### src/rtl/div_pkg.sv
// Shared types and constants for the sequential restoring divider (div_seq).
package div_pkg;

    localparam int DIV_WIDTH = 32;
    localparam int DIV_STEPS = 32;
    localparam logic [31:0] DIV_ZERO_QUOT = 32'hFFFF_FFFF;

    typedef enum logic [1:0] {
        IDLE = 2'd0,
        CALC = 2'd1,
        FIX  = 2'd2
    } div_state_e;

    // Two's-complement negation, used for magnitudes and sign fix-up.
    function automatic logic [31:0] div_negate(input logic [31:0] x);
        return (~x) + 32'd1;
    endfunction

endpackage

### src/rtl/div_step.sv
// One combinational restoring-division step: shift, trial subtract, keep or restore.
module div_step
    import div_pkg::*;
(
    input  logic [32:0] rem_i,
    input  logic [31:0] dvd_i,
    input  logic [31:0] dvs_i,
    output logic [32:0] rem_o,
    output logic [31:0] dvd_o,
    output logic        qbit_o
);

    logic [32:0] shifted_s;
    logic [32:0] trial_s;
    logic        unused_rem_msb_s;

    // The partial remainder stays below the divisor, so its top bit is always zero.
    assign unused_rem_msb_s = rem_i[32];

    assign shifted_s = {rem_i[31:0], dvd_i[31]};
    assign trial_s   = shifted_s - {1'b0, dvs_i};
    assign qbit_o    = ~trial_s[32];
    assign rem_o     = qbit_o ? trial_s : shifted_s;
    assign dvd_o     = {dvd_i[30:0], qbit_o};

endmodule

### src/rtl/div_seq.sv
// Sequential 32-bit divider, one restoring step per cycle, 34-cycle fixed latency.
// Signed (DIV) support is built only when DIV_SIGNED_EN is defined; otherwise all ops are unsigned.
module div_seq
    import div_pkg::*;
#(
    parameter int WIDTH = DIV_WIDTH
) (
    input  logic             clk,
    input  logic             rst_n,
    input  logic             start,
    input  logic             sign,
    input  logic [WIDTH-1:0] a,
    input  logic [WIDTH-1:0] b,
    output logic             busy,
    output logic             done,
    output logic [WIDTH-1:0] quotient,
    output logic [WIDTH-1:0] remainder,
    output logic             div_by_zero
);

    div_state_e  state_q, state_d;
    logic [4:0]  cnt_q, cnt_d;
    logic [32:0] rem_q, rem_d;
    logic [31:0] dvd_q, dvd_d;
    logic [31:0] dvs_q, dvs_d;
    logic [31:0] aorig_q, aorig_d;
    logic        dz_q, dz_d;
    logic [31:0] quot_q, quot_d;
    logic [31:0] rmd_q, rmd_d;
    logic        dzo_q, dzo_d;
    logic        done_q, done_d;

    logic [32:0] step_rem_s;
    logic [31:0] step_dvd_s;
    logic        unused_qbit_s;
    logic [31:0] a_mag_s, b_mag_s;
    logic [31:0] q_fix_s, r_fix_s;
    logic        accept_s;

    assign accept_s = (state_q == IDLE) && start;

    div_step u_step (
        .rem_i  (rem_q),
        .dvd_i  (dvd_q),
        .dvs_i  (dvs_q),
        .rem_o  (step_rem_s),
        .dvd_o  (step_dvd_s),
        .qbit_o (unused_qbit_s)
    );

`ifdef DIV_SIGNED_EN
    logic q_neg_q, q_neg_d;
    logic r_neg_q, r_neg_d;

    assign a_mag_s = (sign && a[31]) ? div_negate(a) : a;
    assign b_mag_s = (sign && b[31]) ? div_negate(b) : b;
    assign q_fix_s = q_neg_q ? div_negate(dvd_q) : dvd_q;
    assign r_fix_s = r_neg_q ? div_negate(rem_q[31:0]) : rem_q[31:0];

    // Result sign flags captured at accept.
    always_comb begin
        q_neg_d = q_neg_q;
        r_neg_d = r_neg_q;
        if (accept_s) begin
            q_neg_d = sign & (a[31] ^ b[31]);
            r_neg_d = sign & a[31];
        end else begin
            q_neg_d = q_neg_q;
            r_neg_d = r_neg_q;
        end
    end

    // Sign flag registers.
    always_ff @(posedge clk or negedge rst_n) begin
        if (!rst_n) begin
            q_neg_q <= 1'b0;
            r_neg_q <= 1'b0;
        end else begin
            q_neg_q <= q_neg_d;
            r_neg_q <= r_neg_d;
        end
    end
`else
    logic unused_sign_s;

    assign unused_sign_s = sign;
    assign a_mag_s       = a;
    assign b_mag_s       = b;
    assign q_fix_s       = dvd_q;
    assign r_fix_s       = rem_q[31:0];
`endif

    // Next-state and datapath update.
    always_comb begin
        state_d = state_q;
        cnt_d   = cnt_q;
        rem_d   = rem_q;
        dvd_d   = dvd_q;
        dvs_d   = dvs_q;
        aorig_d = aorig_q;
        dz_d    = dz_q;
        quot_d  = quot_q;
        rmd_d   = rmd_q;
        dzo_d   = dzo_q;
        done_d  = 1'b0;
        case (state_q)
            IDLE: begin
                if (start) begin
                    state_d = CALC;
                    cnt_d   = 5'(DIV_STEPS - 1);
                    rem_d   = 33'd0;
                    dvd_d   = a_mag_s;
                    dvs_d   = b_mag_s;
                    aorig_d = a;
                    dz_d    = (b == 32'd0);
                end else begin
                    state_d = IDLE;
                end
            end
            CALC: begin
                rem_d = step_rem_s;
                dvd_d = step_dvd_s;
                if (cnt_q == 5'd0) begin
                    state_d = FIX;
                end else begin
                    cnt_d = cnt_q - 5'd1;
                end
            end
            FIX: begin
                state_d = IDLE;
                done_d  = 1'b1;
                dzo_d   = dz_q;
                // Divide by zero reports all-ones and hands back the untouched dividend.
                if (dz_q) begin
                    quot_d = DIV_ZERO_QUOT;
                    rmd_d  = aorig_q;
                end else begin
                    quot_d = q_fix_s;
                    rmd_d  = r_fix_s;
                end
            end
            default: begin
                state_d = IDLE;
            end
        endcase
    end

    // State, datapath and output registers.
    always_ff @(posedge clk or negedge rst_n) begin
        if (!rst_n) begin
            state_q <= IDLE;
            cnt_q   <= 5'd0;
            rem_q   <= 33'd0;
            dvd_q   <= 32'd0;
            dvs_q   <= 32'd0;
            aorig_q <= 32'd0;
            dz_q    <= 1'b0;
            quot_q  <= 32'd0;
            rmd_q   <= 32'd0;
            dzo_q   <= 1'b0;
            done_q  <= 1'b0;
        end else begin
            state_q <= state_d;
            cnt_q   <= cnt_d;
            rem_q   <= rem_d;
            dvd_q   <= dvd_d;
            dvs_q   <= dvs_d;
            aorig_q <= aorig_d;
            dz_q    <= dz_d;
            quot_q  <= quot_d;
            rmd_q   <= rmd_d;
            dzo_q   <= dzo_d;
            done_q  <= done_d;
        end
    end

    assign busy        = (state_q != IDLE);
    assign done        = done_q;
    assign quotient    = quot_q;
    assign remainder   = rmd_q;
    assign div_by_zero = dzo_q;

endmodule

### config.mk
export PLATFORM = sky130hd
export DESIGN_NAME = div_seq
export DESIGN_NICKNAME = d
export VERILOG_FILES = /design/src/rtl/div_pkg.sv /design/src/rtl/div_step.sv /design/src/rtl/div_seq.sv
export SDC_FILE = /design/constraint.sdc
export NUM_CORES = 1
export LEC_CHECK = 0
export CORE_ASPECT_RATIO = 0.9
export CORE_MARGIN = 4
export CORE_UTILIZATION = 25
export CTS_CLUSTER_SIZE = 14
export DETAILED_ROUTE_END_ITERATION = 16
export GPL_ROUTABILITY_DRIVEN = 0
export HOLD_SLACK_MARGIN = 0.06
export PLACE_DENSITY = 0.56
export SYNTH_ARGS = -nofsm -noshare
export SYNTH_HDL_FRONTEND = slang
export SYNTH_HIERARCHICAL = 1
export SYNTH_SLANG_ARGS = --single-unit
### constraint.sdc
create_clock -name clk -period 3.9 [get_ports clk]
set_input_delay 0.78 -clock clk [delete_from_list [all_inputs] [get_ports clk]]
set_output_delay 0.78 -clock clk [all_outputs]
set_load 0.01 [all_outputs]
==> After elaboration in Yosys (flattened, before gate mapping) <==
Index checks and enable logic that the tools add are counted.
{ "word_totals": {"out_inout_bits": 67, "register_bits": 202, "mem_bits_rw": 0, "latchBits": 0, "romBits": 0, "memories": 0} }
{ "op_classes": {"n_reduce_logical": 8, "add_sub_neg": 2, "eq_ne": 5, "multipliers": 0, "shift": 0, "div_mod_pow": 0, "mux": 14, "magnitude_cmp": 0, "bitwise_logic": 1} }
{ "ops": {"columns": ["op", "count"], "rows": [
  ["$mux 32", 5],
  ["$pmux 32 s2", 2],
  ["$sub 33x32->33", 1],
  ["$logic_not 32->1", 1],
  ["$mux 5", 2],
  ["$pmux 5 s2", 1],
  ["$ne 2x2->1 const B", 3],
  ["$logic_not 5->1", 1],
  ["$sub 5x1->5 const B", 1],
  ["$pmux 2 s2", 1],
  ["$reduce_and 2->1", 2],
  ["$reduce_bool 2->1", 2],
  ["$reduce_and 3->1", 1],
  ["$eq 2x1->1 const B", 1],
  ["$eq 2x2->1 const B", 1],
  ["$logic_not 2->1", 1],
  ["$mux 1", 2],
  ["$mux 2", 1],
  ["$not 1->1", 1]
]} }

==> Longest topological paths before layout <==
{ "logic_depth": {"word_depth": 3, "depth_mapped": 18, "mapped_depth_nobuf": 16} }

==> Modules after synthesis <==
The synthesis kept the hierarchy.
{ "modules_own_cells": {"columns": ["mod", "cells_per_inst", "seq_area_each_um2", "n_inst", "area_each_um2"], "rows": [
  ["div_seq", 855, 5079.9, 1, 8463.1],
  ["div_step", 376, 0.0, 1, 2563.7]
]} }

==> Worst setup path before layout <==
No wires, ideal clock.
{ "synth_path": {"path_type": "reg2reg", "startpoint": "register dvd_q[31]", "endpoint": "register rem_q[4]", "period_less_slack_ns": 3.825, "required_time_ns": 3.779, "t_arrival_ns": 3.704, "setup_ns": 0.121, "setup_slack_ns": 0.075, "stages_incl_launch_ff": 16, "path_buffers": 2, "cell_sequence": "dfrtp_1 > inv_1 > ha_1 > fa_1 > nor2b_1 > o2111ai_1 > a31oi_1 > o21ba_1 > a21oi_1 > or2_2 > o21ai_0 > ha_1 > clkbuf_1 > clkbuf_1 > mux2_2 > a22o_1"} }
{ "synth_between": {"elab_chain_cells": 3} }
{ "synth_rtl": {"columns": ["element", "line", "source"], "rows": [
  ["start: declaration", "div_seq.sv:24", "logic [31:0] dvd_q, dvd_d;"],
  ["start signal: assignment", "div_seq.sv:166", "dvd_q <= dvd_d;"],
  ["$sub 33x32->33", "div_step.sv:21", "assign trial_s = shifted_s - {1'b0, dvs_i};"],
  ["$mux 32", "div_step.sv:23", "assign rem_o = qbit_o ? trial_s : shifted_s;"],
  ["net step_rem_s[4]", "div_seq.sv:33", "logic [32:0] step_rem_s;"],
  ["$pmux 32 s2", "div_seq.sv:106", "case (state_q)"],
  ["end signal: assignment", "div_seq.sv:165", "rem_q <= rem_d;"],
  ["end: declaration", "div_seq.sv:23", "logic [32:0] rem_q, rem_d;"]
]} }
The timed path passes the listed nets, and every way through them passes these cells.
A chain may end at the register's enable or synchronous reset.

==> Worst setup path after layout <==
{ "layout_path": {"startpoint": "register rem_q[18]", "endpoint": "register rem_q[26]"} }
{ "layout_between": {"elab_chain_cells": 3} }
{ "layout_rtl": {"columns": ["element", "line"], "rows": [
  ["$sub 33x32->33", "div_step.sv:21"],
  ["$mux 32", "div_step.sv:23"],
  ["net step_rem_s[26]", "div_seq.sv:33"],
  ["$pmux 32 s2", "div_seq.sv:106"]
]} }
The timed path passes the listed nets, and every way through them passes these cells.

==> flow_summary.toml <==
[detailed_routing]
wl_met2_mm = 15.6
postRouteAntennaNets = 0
firstDrtPassIters = 5
met1Wirelength_mm = 14.7
drt_iter0_markers = 738
drcViolationCount = 0
wl_met3_mm = 1.60
wl_mm = 32.5
via_count = 9066
drt-wirelength-per-cell_um = 17.3
vias_per_cell = 4.84
top_layer_used = "met4"

[power]
power.density_nw_per_um2 = 963
ir_worst_vdd_mv = 0.458
leakagePower_nw = 5.99

[sta]
hold_viol_final = 0
max_freq_ghz = 0.266
rsz0062_at_grt = "false"
skew_ns = 0.00802
setup_viol = 0
finalMaxSlewViolations = 0
slew_headroom_pct = 25.5
hold_ws_ns = 0.310
worst_pin_slew_ns = 1.12
fin_crit_sh_pct = 96.2
fin_crit_ns = 3.75
tns_ns = 0

[logic_synthesis]
synth_nets = 1332
yosys_warnings = 6
syn_avg_cell_area_um2 = 8.94
syn_inst = 1229
netlist_area_um2 = 11000

[setup_path]
reg2reg_to = "rem_q[26]"
crit_type = "reg -> reg"
cp-endpoint = "rem_q[26]"
cp_top_family = "compound AO/OA/AOI/OAI gates"
worstSetupEndpointType = "register"
cp_max_fo = 37
r2r_slack_ns = 0.15
path_cells = "ha_1, a21o_1, a21o_1, o32a_1, a2111o_1, a21oi_1, or2_2, o21ai_1, ha_1, buf_12, nor2b_1, a31oi_1, o311ai_1, a22o_1"
arrival_ns = 4.17
r2r_start = "rem_q[18]"
startpoint = "rem_q[18]"
path_buf_inv = 1
worstRegToRegCells = 14
worst-path-stages = 14
cpMaxStageDelayCell = "dfrtp_1"
critPathLaunchType = "register"
max_stage_delay_ns = 0.45
required_ns = 4.31

[cells_and_area]
area_delta_synth_final_pct = 23.8
n_antenna_cell = 0
fillers = 4550
drive_gt1_share_pct = 8.05
nNetsFinal = 1403

[clock_network]
clkTransAtPathRegs_ns = 0.06
htreeDepth = 1
cts-root-buf = "clkbuf_16"
cts_tree = "done"
clk_latency_ns = 0.53
cts_buffers = 24
clock_path_buffers = 3
cts_sinks = 202

[status]
run_status = "complete, no violations"

[global_route]
gr-total-overflow = 0
antenna_found_initial = 0
grt_pass1_wl_mm = 51.0
grt.total_usage_pct = 13.3
grt_start_max_net_pins = 96
grt_pass1_vias = 9045

[floorplanning]
start_util_pct = 25.4
rows = 72
die_width_um = 229
die_h_um = 207
ios = 135
core_area_um2 = 43200
die-area_um2 = 47400

[job]
drv_cap = 0

[placement]
port_buffers = 133
dpl.hpwl_mm = 23.2

[worst_hold_path]
holdCritPathClass = "in -> async"
==> worst reg2reg max path, stage by stage (launching register included) <==
cell      delay (ns)
dfrtp_1         0.45
ha_1            0.37
a21o_1          0.18
a21o_1          0.19
o32a_1          0.35
a2111o_1        0.42
a21oi_1         0.23
or2_2           0.17
o21ai_1         0.08
ha_1            0.35
buf_12          0.23
nor2b_1         0.09
a31oi_1         0.19
o311ai_1        0.13
a22o_1          0.23
==> registers in the layout, summed over array words and instances, names as in the netlist <==
| name | count |
|---|---|
| rem_q | 32 |
| remainder | 32 |
| state_q | 2 |
| done | 1 |
| div_by_zero | 1 |
| quotient | 32 |
| dz_q | 1 |
| dvd_q | 32 |
| dvs_q | 32 |
| aorig_q | 32 |
| cnt_q | 5 |
==> cells in the final DEF, fill, tap and decap left out, types with 6 or more instances in the layout <==
cell / count
ha_1: 34
a22o_1: 33
mux2_2: 18
o21ai_0: 130
nor3_1: 8
clkbuf_8: 6
a21oi_1: 62
xor2_1: 8
nor2_1: 51
a31oi_1: 8
xnor2_1: 12
nand4_1: 10
nand3_1: 8
a22oi_1: 33
nand2_1: 266
clkdlybuf4s50_1: 132
nor4_1: 9
clkbuf_16: 25
mux2i_1: 34
o21a_1: 7
buf_4: 17
inv_1: 48
a21o_1: 18
nor2b_1: 35
buf_12: 7
dfrtp_1: 201
==> per-stage QoR <==
step | util, % | instance area [um^2] | setup slack, ns | cells | power, mW
2_1_floorplan | - | 11000 | 0.0752 | 1229 | 8.75
3_3_place_gp | 29.4 | 12700 | 0.0851 | 1827 | 10.4
3_5_place_dp | 29.4 | 12700 | 0.0221 | 1827 | 10.6
4_1_cts | 31.4 | 13600 | 0.0164 | 1870 | 13.1
5_1_grt | 31.5 | 13600 | 0.0274 | 1872 | 14.2
6_report | 31.5 | 13600 | 0.147 | 1872 | 13.1
==> per-layer routing <==
metal,vias to the layer above,track usage (%)
li1,4370,-
met4,0,2.98
met1,4435,17.9
met5,-,0
met2,214,22.4
met3,47,2.77
==> final cells by class <==
type | count | area (um^2) | share of cell area, %
clock buffer | 32 | 702 | 5.16
inverter | 49 | 184 | 1.35
clock inverter | 11 | 145 | 1.07
tap | 555 | 694 | 5.10
multi-input combinational | 866 | 5220 | 38.4
sequential | 202 | 5060 | 37.2
timing repair buffer | 157 | 1600 | 11.8
==> power by group <==
group | leakage, nW | switching [mW] | internal, mW | total, mW
logic | 2.98 | 3.69 | 3.35 | 7.04
registers | 2.59 | 0.710 | 2.95 | 3.66
clock network | 0.421 | 0.940 | 1.47 | 2.40
total | 5.99 | 5.34 | 7.76 | 13.1
==> worst min path at each step <==
| stage | startpoint | to | slack, ns | depth (start not counted) |
|---|---|---|---|---|
| after floorplan | aorig_q[1] | aorig_q[1] | 0.44 | 2 |
| after detailed placement | aorig_q[27] | aorig_q[27] | 0.46 | 2 |
| final | rst_n | dvs_q[30] | 0.31 | 1 |
| after global routing | rst_n | dvs_q[30] | 0.36 | 1 |
| after CTS | rst_n | dvs_q[30] | 0.32 | 1 |
| after global placement | aorig_q[15] | aorig_q[15] | 0.45 | 2 |
==> repair_timing <==
action | in CTS | in global routing
gates resized for setup | 1 | 7
pin swaps | 0 | 1
hold buffers | 0 | 0
buffers inserted | 0 | 2
setup endpoints to repair | 2 | 32
Note: power is estimated with default switching activity, not from simulation.
